## config.mk

```make
export PLATFORM = sky130hd
export DESIGN_NAME = tone_divider
export DESIGN_NICKNAME = d
export VERILOG_FILES = /design/src/rtl/tone_divider_pkg.sv /design/src/rtl/tone_divider_downcounter.sv /design/src/rtl/tone_divider.sv
export SDC_FILE = /design/constraint.sdc
export NUM_CORES = 1
export LEC_CHECK = 0
export BUFFER_PORTS_ARGS = -buffer_cell sky130_fd_sc_hd__buf_2
export CELL_PAD_IN_SITES_DETAIL_PLACEMENT = 0
export CELL_PAD_IN_SITES_GLOBAL_PLACEMENT = 2
export CORE_MARGIN = 1.5
export CORE_UTILIZATION = 35
export CTS_CLUSTER_DIAMETER = 40
export DETAILED_ROUTE_END_ITERATION = 16
export PLACE_DENSITY_LB_ADDON = 0.15
export SKIP_LAST_GASP = 1
export SYNTH_ARGS = -nofsm -noshare
export SYNTH_HDL_FRONTEND = slang
export SYNTH_SLANG_ARGS = --single-unit
```

## constraint.sdc

```tcl
create_clock -name clk -period 2.8 [get_ports clk]
set_input_delay 0.56 -clock clk [delete_from_list [all_inputs] [get_ports clk]]
set_output_delay 0.56 -clock clk [all_outputs]
set_load 0.01 [all_outputs]
```

## src/rtl/tone_divider_pkg.sv

```systemverilog
// Shared state encoding and default width for the tone divider.
package tone_divider_pkg;

    localparam int TONE_WIDTH = 25;

    typedef enum logic [1:0] {
        ST_IDLE     = 2'd0,
        ST_RUN      = 2'd1,
        ST_STOPPING = 2'd2
    } state_t;

endpackage

```

## src/rtl/tone_divider_downcounter.sv

```systemverilog
// Loadable down-counter with zero flag; holds at zero instead of wrapping.
module tone_downcounter #(
    parameter int WIDTH = 25
) (
    input  logic             clk,
    input  logic             reset,
    input  logic             ld,
    input  logic [WIDTH-1:0] ld_val,
    input  logic             en,
    output logic [WIDTH-1:0] count,
    output logic             zero
);

    localparam logic [WIDTH-1:0] ONE = {{(WIDTH-1){1'b0}}, 1'b1};

    always_ff @(posedge clk or negedge reset) begin
        if (!reset) begin
            count <= '0;
        end else if (ld) begin
            count <= ld_val;
        end else if (en && (count != '0)) begin
            count <= count - ONE;
        end
    end

    assign zero = (count == '0);

endmodule

```

## src/rtl/tone_divider.sv

```systemverilog
// Programmable square-wave generator; period changes take effect at half-period wraps.
//
//  state       | meaning
//  ST_IDLE     | tone low, counter held, waiting for enable and a non-zero period
//  ST_RUN      | counting half-periods, tone toggles at each wrap
//  ST_STOPPING | enable dropped while tone high; finish the high phase then idle
module tone_divider
    import tone_divider_pkg::*;
#(
    parameter int WIDTH = TONE_WIDTH
) (
    input  logic             clk,
    input  logic             reset,
    input  logic             load,
    input  logic [WIDTH-1:0] period,
    input  logic             enable,
    output logic             tone,
    output logic             tick,
    output logic             busy
);

    localparam logic [WIDTH-1:0] ONE = {{(WIDTH-1){1'b0}}, 1'b1};

    state_t           state, state_nxt;
    logic [WIDTH-1:0] active, active_nxt;
    logic [WIDTH-1:0] pending, pending_nxt;
    logic             pend_v, pend_v_nxt;
    logic             tone_nxt, tick_nxt;
    logic [WIDTH-1:0] sel_period;
    logic             cnt_ld, cnt_en, cnt_zero;
    logic [WIDTH-1:0] cnt_ld_val, cnt_count;

    tone_downcounter #(.WIDTH(WIDTH)) u_cnt (
        .clk    (clk),
        .reset  (reset),
        .ld     (cnt_ld),
        .ld_val (cnt_ld_val),
        .en     (cnt_en),
        .count  (cnt_count),
        .zero   (cnt_zero)
    );

    // A load in the same cycle beats the queued value, which beats the current one.
    assign sel_period = load ? period : (pend_v ? pending : active);

    always_ff @(posedge clk or negedge reset) begin
        if (!reset) begin
            state   <= ST_IDLE;
            active  <= '0;
            pending <= '0;
            pend_v  <= 1'b0;
            tone    <= 1'b0;
            tick    <= 1'b0;
        end else begin
            state   <= state_nxt;
            active  <= active_nxt;
            pending <= pending_nxt;
            pend_v  <= pend_v_nxt;
            tone    <= tone_nxt;
            tick    <= tick_nxt;
        end
    end

    always_comb begin
        state_nxt   = state;
        active_nxt  = active;
        pending_nxt = pending;
        pend_v_nxt  = pend_v;
        tone_nxt    = tone;
        tick_nxt    = 1'b0;
        cnt_ld      = 1'b0;
        cnt_ld_val  = '0;
        cnt_en      = 1'b0;

        if (load) begin
            pending_nxt = period;
            pend_v_nxt  = 1'b1;
        end

        case (state)
            ST_IDLE: begin
                active_nxt = sel_period;
                pend_v_nxt = 1'b0;
                tone_nxt   = 1'b0;
                if (enable && (sel_period != '0)) begin
                    state_nxt  = ST_RUN;
                    tone_nxt   = 1'b1;
                    cnt_ld     = 1'b1;
                    cnt_ld_val = sel_period - ONE;
                end
            end
            ST_RUN, ST_STOPPING: begin
                cnt_en = 1'b1;
                if (enable) begin
                    state_nxt = ST_RUN;
                    if (cnt_zero) begin
                        active_nxt = sel_period;
                        pend_v_nxt = 1'b0;
                        tick_nxt   = tone;
                        if (sel_period == '0) begin
                            tone_nxt  = 1'b0;
                            state_nxt = ST_IDLE;
                        end else begin
                            tone_nxt   = ~tone;
                            cnt_ld     = 1'b1;
                            cnt_ld_val = sel_period - ONE;
                        end
                    end
                end else if (!tone) begin
                    state_nxt = ST_IDLE;
                end else begin
                    // Let the high phase finish so the output never shows a runt pulse.
                    state_nxt = ST_STOPPING;
                    if (cnt_zero) begin
                        tone_nxt  = 1'b0;
                        tick_nxt  = 1'b1;
                        state_nxt = ST_IDLE;
                    end
                end
            end
            default: begin
                state_nxt = ST_IDLE;
                tone_nxt  = 1'b0;
            end
        endcase
    end

    assign busy = (state != ST_IDLE);

endmodule

```

### Word level (Yosys, flattened, before mapping)

Index checks and enable logic that the tools add are counted.

* flip-flop bits (word level): 80
* input bits: 29
* logic and storage cells: 68

* add/sub/neg operators: 2
* eq/ne operators: 6
* multiplexer cells: 40
* bitwise gates (word level): 1
* reductions and logical operators: 12

Operators by type and width (count)
* $mux 25: 10
* $pmux 25 s2: 2
* $logic_not 25->1: 2
* $reduce_bool 25->1: 2
* $sub 25x1->25 const B: 2
* $mux 1: 20
* $mux 2: 4
* $ne 2x2->1 const B: 3
* $pmux 1 s2: 3
* $reduce_bool 2->1: 3
* $pmux 2 s2: 1
* $ne 3x3->1 const B: 1
* $reduce_and 3->1: 1
* $eq 2x1->1 const B: 1
* $eq 2x2->1 const B: 1
* $logic_and 1x1->1: 2
* $logic_not 2->1: 1
* $reduce_or 2->1: 1
* $not 1->1: 1

### Depth between registers and ports, before layout

* depth in word-level cells: 8
* mapped depth: 15
* mapped depth without buffers: 10

### By module

From an unflattened synthesis, not the netlist that was laid out.

* cells, all modules: 560
* area total of the unflattened synthesis: 5029.8 sq um

By module, submodules not included
* tone_divider: times used 1, cells each 367, area each 3309.4 sq um, seq. area each 1376.3 sq um
* tone_downcounter: times used 1, cells each 193, area each 1720.4 sq um, seq. area each 625.6 sq um

### Worst setup path after synthesis

OpenSTA, ideal clock, no wires.

* path type: input-to-reg
* start: in load
* end: reg u_cnt.count[0]
* arrival time: 3.399 ns
* setup slack: -0.736 ns
* cell stages on the path: 14
* cells stage by stage: buf_2 > buf_2 > clkbuf_1 > clkbuf_1 > nor2_1 > a21oi_1 > ha_1 > inv_1 > nor4b_2 > nand4_2 > nor4_4 > nor2_2 > buf_6 > mux2i_1

* longest elaborated chain between the ends: 7

Ends and longest elaborated chain
* start, declared: line tone_divider.sv:14 `input logic load,`
* $mux 25 *: line tone_divider.sv:44 `assign sel_period = load ? period : (pend_v ? pending : active);`
* $sub 25x1->25 / $logic_not 25->1 (equally long branches): line tone_divider.sv:89, tone_divider.sv:106, tone_divider.sv:100
* $mux 25 / $mux 1 (equally long branches): line tone_divider.sv:100 `if (sel_period == '0) begin`
* $mux 25 / $mux 1 (equally long branches): line tone_divider.sv:96 `if (cnt_zero) begin`
* $mux 25 / $mux 1 (equally long branches): line tone_divider.sv:94 `if (enable) begin`
* $pmux 25 s2 / $pmux 1 s2 (equally long branches): line tone_divider.sv:80 `case (state)`
* $mux 25 / $reduce_bool 2->1 (equally long branches)
* end signal, assigned: line tone_divider_downcounter.sv:20 `count <= ld_val;`
* end signal, assigned: line tone_divider_downcounter.sv:22 `count <= count - ONE;`
* end, declared: line tone_divider_downcounter.sv:10 `output logic [WIDTH-1:0] count,`

Every way passes the cells marked *; elsewhere a longest branch is shown, timed or not.
A chain may end at the register's enable or synchronous reset.

### Final worst setup path

* start: reg u_cnt.count[14]
* end: reg active[11]

* longest elaborated chain between the ends: 3

Ends and longest elaborated chain
* $logic_not 25->1: line tone_divider_downcounter.sv:26 `assign zero = (count == '0);`
* $ne 2x2->1 (no source line)
* $reduce_and 3->1 (no source line)
* end signal, assigned: line tone_divider.sv:56 `active <= active_nxt;`
* end, declared: line tone_divider.sv:25 `logic [WIDTH-1:0] active, active_nxt;`

No other way between the ends.

==> out/qor.json <==
{
  "outcome": "complete, no violations",
  "power.leakage_nw": 2.51,
  "timing.critical_path.required_ps": 3030,
  "io_buf_count": 31,
  "worst_path_largest_cell_delay_ps": 550,
  "detailedPlace.worstSlack_ps": -11.5,
  "async_flop_share_pct": 100,
  "antenna_found_initial": 0,
  "grt_max_degree": 44,
  "worstPathMaxFanout": 11,
  "yosysMostFrequentCell": "sky130_fd_sc_hd__dfrtp_1",
  "period_minus_slack_ps": 2700,
  "synth_top_flop_cell": "sky130_fd_sc_hd__dfrtp_1",
  "cp_cell_sequence": "or3_4 -> or4_4 -> nor4_4 -> nand2_2 -> mux2_8 -> mux2_4",
  "initial_utilization_pct": 36.0,
  "fin_hold_ws_ps": 197,
  "number_of_filler_instances_in_the_final_layout": 1268,
  "route.detailed.wl_per_inst_um": 15.4,
  "fin_setup_tns_ps": 0,
  "grt_first_pass_wirelength_um": 18300,
  "yosysWarningCount": 0,
  "ys_seq_elements": 80,
  "synthToLayoutAreaGrowth_pct": 24.5,
  "cells_after_synthesis": 476,
  "finalNetCount": 582,
  "total_wire_length_um": 11200,
  "cellPowerDensity_nw_per_um2": 994,
  "synth_top_cells_by_count": "sky130_fd_sc_hd__dfrtp_1, sky130_fd_sc_hd__o21ai_0, sky130_fd_sc_hd__nand2_1",
  "timing_worst_setup_path_type": "register to register",
  "clk_pin_slew_worst_paths_ps": 60,
  "finish.instance_area_sq_um": 5690,
  "antennaDiodeCount": 0,
  "final_core_density_pct": 44.9,
  "setup_viol": 0,
  "hold_bufs_inserted_after_cts": 0,
  "cts-buffers-inserted": 9,
  "maxClockFrequency_mhz": 371,
  "hold_class": "input pin to async pin",
  "placedInstanceArea_sq_um": 5260,
  "drive_gt1_share_pct": 22.2,
  "synth-seq-area-share_pct": 43.8,
  "coreArea_sq_um": 12700,
  "die_x_um": 117,
  "die_area_sq_um": 13700,
  "avgSynthCellArea_sq_um": 9.59,
  "synthesis.nets": 509,
  "die_y_um": 117,
  "groute.usage.overall_pct": 17.7,
  "yosysTopAreaCell": "sky130_fd_sc_hd__dfrtp_1",
  "start_kind": "register",
  "timing_hold_violations_final": 0,
  "clk-insertion-delay-late_ps": 340,
  "timing_worst_slew_pin_value_ps": 567,
  "clockRootBuffer": "sky130_fd_sc_hd__clkbuf_16",
  "yosysUniqueCellTypes": 48,
  "first_global_vias": 3545,
  "max-vdd-ir-drop_mv": 0.339,
  "globalRoute.totalOverflow": 0,
  "slowest_stage": "sky130_fd_sc_hd__or4_4",
  "finClkSkew_ps": 4.85,
  "maxSlewHeadroom_pct": 61.8,
  "tritoncts_num_sinks": 80,
  "drt.antenna.violating_nets": 0,
  "postLayoutSetupSlackWorst_ps": 102,
  "clockBufferDepth": 2,
  "synth_edf_count": 0,
  "remaining_drc_errors": 0,
  "drv_slew": 0,
  "timing.critical_path.to_type": "register",
  "cts-htree-levels": 3,
  "io_pins": 32,
  "yosysTopAreaCellShare_pct": 43.8,
  "vias": 3548,
  "timing.max_cap.violations": 0,
  "detail_route.iter0.violations": 164,
  "unrepaired_setup_endpoints_after_global_routing": "yes",
  "first_pass_iters": 4,
  "critical_path_arrival_ps": 2920,
  "cts_tree": "yes",
  "gp_routability_congestion": 0.734,
  "floorplan.rows": 41,
  "route.detailed.vias_per_inst": 4.89,
  "netlist_top_cells_area": "sky130_fd_sc_hd__dfrtp_1, sky130_fd_sc_hd__mux2i_1, sky130_fd_sc_hd__o21ai_0",
  "min_period_over_period_pct": 96.3,
  "detailed_place_hpwl_um": 7830,
  "syn-cell-area_sq_um": 4570
}
power by group:
part           switching, W  internal, W  total [W]
sequential         0.000299      0.00158    0.00188
clock              0.000467     0.000805    0.00127
combinational       0.00129      0.00121    0.00250
through the flow:
step	std cells	power, W
floorplan	476	0.00349
global placement	701	0.00418
detailed placement	701	0.00422
CTS	717	0.00552
global route	726	0.00608
finish	726	0.00565
logic make-up (layout without fill, tap and decap cells):
kind of cell | after synthesis | count (layout) | synth area share (%)
and+or+nand+nor | 146 | 146 | 16.6
xor gates and xnor gates | 43 | 43 | 8.25
DFF | 80 | 80 | 43.8
adders and majority gates | 4 | 4 | 1.10
AOI/OAI and AO/OA | 89 | 89 | 11.2
buffers and inverters | 56 | 132 | 5.56
muxes | 58 | 60 | 13.4
worst max-delay path: cells and delay by family (launching register included):
| family | cells | cell delay [ps] |
|---|---|---|
| and+or+nand+nor | 4 | 1460 |
| DFF | 1 | 400 |
| muxes | 2 | 730 |
worst paths after layout:
kind	cells after the start	from	slack [ps]	endpoint
worst min register to register	2	active[9]	480	active[9]
max in group asynchronous	2	reset	1980	active[16]
worst max-delay path	6	u_cnt.count[14]	100	active[11]
worst min-delay path	1	reset	200	u_cnt.count[1]
min in group clk	3	period[11]	440	pending[11]
worst max register to register	6	u_cnt.count[14]	100	active[11]
sequential cells by signal, summed over array words and instances (netlist names):
register	flops
pending	25
tone	1
pend_v	1
state	2
tick	1
u_cnt.count	25
active	25
layout make-up:
| cell class | count | area, sq um | share of cell area, % |
|---|---|---|---|
| Clock buffer | 13 | 250 | 4.40 |
| Multi-Input combinational cell | 342 | 2390 | 42.1 |
| Sequential cell | 80 | 2000 | 35.2 |
| Tap cell | 172 | 215 | 3.79 |
| Inverter | 33 | 124 | 2.18 |
| Timing Repair Buffer | 83 | 636 | 11.2 |
| Clock inverter | 3 | 65.1 | 1.14 |
timing repair:
action | in CTS | in global routing
buffers inserted | 0 | 7
setup endpoints to repair | 0 | 13
resized for setup | 0 | 4
cell usage in the layout, fill, tap and decap left out, types with 7 or more instances in the layout:
cell type	count
sky130_fd_sc_hd__nor3_1	9
sky130_fd_sc_hd__o21ai_0	60
sky130_fd_sc_hd__o21a_1	15
sky130_fd_sc_hd__buf_12	7
sky130_fd_sc_hd__buf_2	30
sky130_fd_sc_hd__nor2_1	25
sky130_fd_sc_hd__nand2_1	57
sky130_fd_sc_hd__clkbuf_16	9
sky130_fd_sc_hd__nand3_1	7
sky130_fd_sc_hd__mux2i_1	48
sky130_fd_sc_hd__dfrtp_1	80
sky130_fd_sc_hd__xnor2_1	24
sky130_fd_sc_hd__inv_1	32
sky130_fd_sc_hd__buf_4	46
sky130_fd_sc_hd__xor2_1	19
metal layers:
layer	global-route usage [%]	wire, um	part of all wire, %
met4	6.91	197	1.8
met1	26.2	6100	54
met3	3.09	245	2.2
met5	0	0	0
met2	25.7	4660	42
No activity file was read; power rests on OpenSTA's default activity.
